**src/rtl/lzd_iter.sv**
```systemverilog
// Iterative priority enumerator: accepts a W-bit mask and streams every detected
// bit position as one-hot/index beats in priority order, one per handshake.

module pri #(
  parameter int unsigned W        = 16,
  parameter int unsigned FROM_LSB = 0
) (
  input  logic [W-1:0] vec,
  output logic [W-1:0] onehot
);

  generate
    if (FROM_LSB != 0) begin : g_lsb
      // Two's-complement trick isolates the lowest set bit.
      assign onehot = vec & (~vec + W'(1));
    end else begin : g_msb
      logic [W-1:0] rev;
      logic [W-1:0] rev_pick;
      for (genvar g = 0; g < int'(W); g++) begin : g_rev
        assign rev[g]                 = vec[W-1-g];
        assign onehot[W-1-g]          = rev_pick[g];
      end
      assign rev_pick = rev & (~rev + W'(1));
    end
  endgenerate

endmodule

module lzd_iter #(
  parameter int unsigned W           = 16,
  parameter int unsigned FROM_LSB    = 0,
  parameter int unsigned DETECT_ZERO = 0,
  parameter int unsigned IW          = $clog2(W)
) (
  input  logic          clk,
  input  logic          rst,
  input  logic          i_vec_vld,
  input  logic [W-1:0]  i_vec,
  output logic          o_vec_rdy,
  output logic          o_bit_vld,
  output logic [W-1:0]  o_bit_onehot,
  output logic [IW-1:0] o_bit_idx,
  output logic          o_bit_last,
  input  logic          i_bit_rdy,
  output logic          o_busy
);

  localparam logic [W-1:0] XMASK = (DETECT_ZERO != 0) ? {W{1'b1}} : {W{1'b0}};

  typedef enum logic {IDLE, SCAN} state_t;

  state_t         state;
  state_t         state_nxt;
  logic [W-1:0]   remaining;
  logic [W-1:0]   pick;
  logic [W-1:0]   masked;
  logic           last_c;
  logic           accept;
  logic           xfer;

  pri #(.W(W), .FROM_LSB(FROM_LSB)) u_pri (
    .vec    (remaining),
    .onehot (pick)
  );

  assign masked = i_vec ^ XMASK;
  assign last_c = ((remaining & ~pick) == '0);
  assign accept = i_vec_vld & o_vec_rdy;
  assign xfer   = o_bit_vld & i_bit_rdy;

  // State register.
  always_ff @(posedge clk) begin
    if (rst) state <= IDLE;
    else     state <= state_nxt;
  end

  // Next state: an all-zero (after masking) vector is swallowed without a beat.
  always_comb begin
    state_nxt = state;
    if (accept)             state_nxt = (masked != '0) ? SCAN : IDLE;
    else if (xfer && last_c) state_nxt = IDLE;
  end

  // Outputs: beat data is forced to zero outside SCAN.
  always_comb begin
    o_bit_vld    = 1'b0;
    o_bit_onehot = '0;
    o_bit_idx    = '0;
    o_bit_last   = 1'b0;
    o_busy       = 1'b0;
    if (state == SCAN) begin
      o_bit_vld    = 1'b1;
      o_bit_onehot = pick;
      o_bit_last   = last_c;
      o_busy       = 1'b1;
      for (int i = 0; i < int'(W); i++) begin
        if (pick[i]) o_bit_idx = o_bit_idx | IW'(i);
      end
    end
    o_vec_rdy = (state == IDLE) | ((state == SCAN) & i_bit_rdy & last_c);
  end

  // Remaining-bit mask; a final-beat accept reloads it in the same cycle.
  always_ff @(posedge clk) begin
    if (rst)         remaining <= '0;
    else if (accept) remaining <= masked;
    else if (xfer)   remaining <= remaining & ~pick;
  end

endmodule

```
**config.mk**
```make
export PLATFORM = sky130hd
export DESIGN_NAME = lzd_iter
export DESIGN_NICKNAME = d
export VERILOG_FILES = /design/src/rtl/lzd_iter.sv
export SDC_FILE = /design/constraint.sdc
export NUM_CORES = 1
export LEC_CHECK = 0
export CAP_MARGIN = 5
export CORE_MARGIN = 3
export CORE_UTILIZATION = 49
export CTS_CLUSTER_DIAMETER = 30
export DETAILED_ROUTE_END_ITERATION = 10
export GPL_ROUTABILITY_DRIVEN = 0
export PLACE_DENSITY = 0.83
export SLEW_MARGIN = 20
export SYNTH_ARGS = -nofsm -noshare
export SYNTH_HDL_FRONTEND = slang
export SYNTH_SLANG_ARGS = --single-unit
export TNS_END_PERCENT = 1
```
**constraint.sdc**
```tcl
create_clock -name clk -period 6.3 [get_ports clk]
set_input_delay 0.945 -clock clk [delete_from_list [all_inputs] [get_ports clk]]
set_output_delay 0.945 -clock clk [all_outputs]
set_load 0.005 [all_outputs]
```
==> impl_metrics.ini <==
[cells_and_area]
final_cell_mix = 43 x clkdlybuf4s50_1, 17 x dfxtp_1, 15 x nor2_1
drive_above_1_share_pct = 9.375
area.growth.synth_to_final_pct = 30.46
fill_cells = 200
n_antenna_cell = 0
fin_area_um2 = 1688
multi_input_area_um2 = 837.1
final_common_cell = clkdlybuf4s50_1
area.sequential_um2 = 340.3
final_nets = 213

[floorplan]
ios = 44
die_area_um2 = 3293
die_h_um = 57.39
chipWidth_um = 57.39
start_util_pct = 54.80
coreArea_um2 = 2361
rows = 17

[timing]
fmax_mhz = 243.6
post-route-period-util_pct = 65.16
hold_slack_ns = 0.5224
slew_violations = 0
clock_skew_ns = 0.002873
setup_violations = 0
slew_headroom_pct = 48.65
tns_ns = 0
finalHoldViolCount = 0
worst_slew_pin_slew_ns = 0.7703
rsz0062_at_grt = false
fin_crit_ns = 4.105

[routing]
drtPass1Iterations = 4
wl_mm = 3.499
drcViolationCount = 0
wl_per_cell_um = 15.90
antenna_left = 0
detail_route.iter0.violations = 77
via_per_inst = 6.255
vias = 1376

[logic_synthesis]
async_flop_share_pct = 0
synth_nets = 181
synth.top_cell.area_share_pct = 26.31
synth_cell_types = 39
synth_edf_count = 0
synth-seq-area-share_pct = 26.31
yosysTopAreaCell = dfxtp_1
synth_area_per_cell_um2 = 8.036
synth-main-ff-cell = dfxtp_1
netlist_instances = 161
ys_seq_elements = 17
synthTopCellsByArea = dfxtp_1 26%, o2bb2ai_2 12%, nor4_1 5.3%, o21ai_0 5.0%, o31ai_1 4.6%
ys_warn_count = 0
synth_area_um2 = 1294

[placement]
place_area_um2 = 1662
io_buffer_count = 43
dp_hpwl_mm = 2.657

[power]
total_power_uw = 337.7
p_int_uw = 209.6
power_frac_clock_pct = 17.1
netSwitchingFraction_pct = 37.92
p_leak_uw = 0.0005673
switchingPower_uw = 128.0
ir_drop_mv = 0.1588
power_density_nw_per_um2 = 200.1
pwr-share-seq_pct = 41.2
combPwrFrac_pct = 41.7

[worst_hold_path]
min_path_type = flip-flop to flip-flop

[clock_network]
cts-hold-fix-buffers = 0
postCtsSetupRepairBufs = 0
clk_pin_slew_ns = 0.10
cts_resized = 0
cts_tree = yes
htree_levels = 1
cts_root_buffer = clkbuf_4
clock_path_buffers = 2
cts_sinks = 17
clock_latency_ns = 0.28
cts_buffers = 3

[critical_path]
crit_path_end_kind = output port
worst-setup-path-type = flip-flop to output port
worstPathRequired_ns = 5.35
worstPathMaxFanout = 9
cp-start-kind = flip-flop
crit_arrival_ns = 3.16

[grt]
grt_pass1_vias = 1213
grt_pass1_wl_mm = 5.402
overflow = 0
groute.usage.overall_pct = 20.04
antenna_found_initial = 0
grt_max_degree = 17

[run]
max_cap_violations = 0

[status]
status = complete, no violations
## layer usage
layer	track usage, %	share of wire [%]
met5	0	0
met4	4.636	0.49
met3	2.036	8.6
met2	32.90	47
met1	28.01	44
## power by group through the flow
stage | clock (uW) | combinational, uW | sequential (uW)
detailed placement | 0 | 139 | 141
global placement | 0 | 135 | 140
global route | 63.3 | 153 | 142
CTS | 57.6 | 140 | 138
floorplan | 0 | 105 | 127
finish | 57.6 | 141 | 139
## worst paths after layout
| kind | startpoint | end | slack [ns] | cells past startpoint |
|---|---|---|---|---|
| setup / recovery | remaining[10] | o_bit_last | 2.19 | 7 |
| hold reg to reg | remaining[0] | remaining[0] | 0.52 | 2 |
| setup reg to reg | remaining[10] | remaining[15] | 3.16 | 7 |
| hold / removal | remaining[0] | remaining[0] | 0.52 | 2 |
## cell usage after synthesis, types with 2 or more instances
master and count:
inv_1 5, nand3_1 2, dfxtp_1 17, maj3_1 2
nor2_1 15, or4_1 3, nor3_1 7, nor4b_1 2
nor4_1 11, and3_1 2, buf_2 2, nand2_1 14
o2bb2ai_2 10, buf_4 3, and3b_1 2, a21oi_1 5
o2bb2ai_1 5, o21a_1 2, o31ai_1 8, clkbuf_1 9
or3_1 4, and2_1 2, o21ai_0 13
## cell families after synthesis
kind of cell / count (synthesis) / share of synthesized area [%]
and+or+nand+nor: 71 / 29.79
AOI/OAI and AO/OA: 50 / 33.37
buffers and inverters: 21 / 8.994
DFF: 17 / 26.31
adders and majority gates: 2 / 1.547
## state kept, by name, summed over array words and instances (netlist names)
register and count:
remaining 16, state 1
## metrics by stage
stage | util, % | instances | setup WS (ns)
finish | 71.49 | 220 | 2.195
global route | 71.49 | 220 | 2.042
CTS | 71.49 | 220 | 2.236
detailed placement | 70.38 | 216 | 2.547
global placement | 70.38 | 216 | 2.732
floorplan | - | 161 | 3.220
## worst max-delay path, stage by stage, from the launching register on
cell	delay [ns]
dfxtp_1	0.38
nor4_1	0.45
nand3_1	0.34
maj3_1	0.44
o31ai_1	0.37
and3b_1	0.26
and2_1	0.13
clkdlybuf4s50_1	0.51
## cell type report
cell class              instances  share of cell area [%]
repair buffers                 43                   25.50
multi-input cells             123                   49.59
clock buffers                   4                   1.557
inverters                       5                   1.112
flip-flops and latches         17                   20.16
well taps                      28                   2.076
Power figures use the tool's default switching activity.
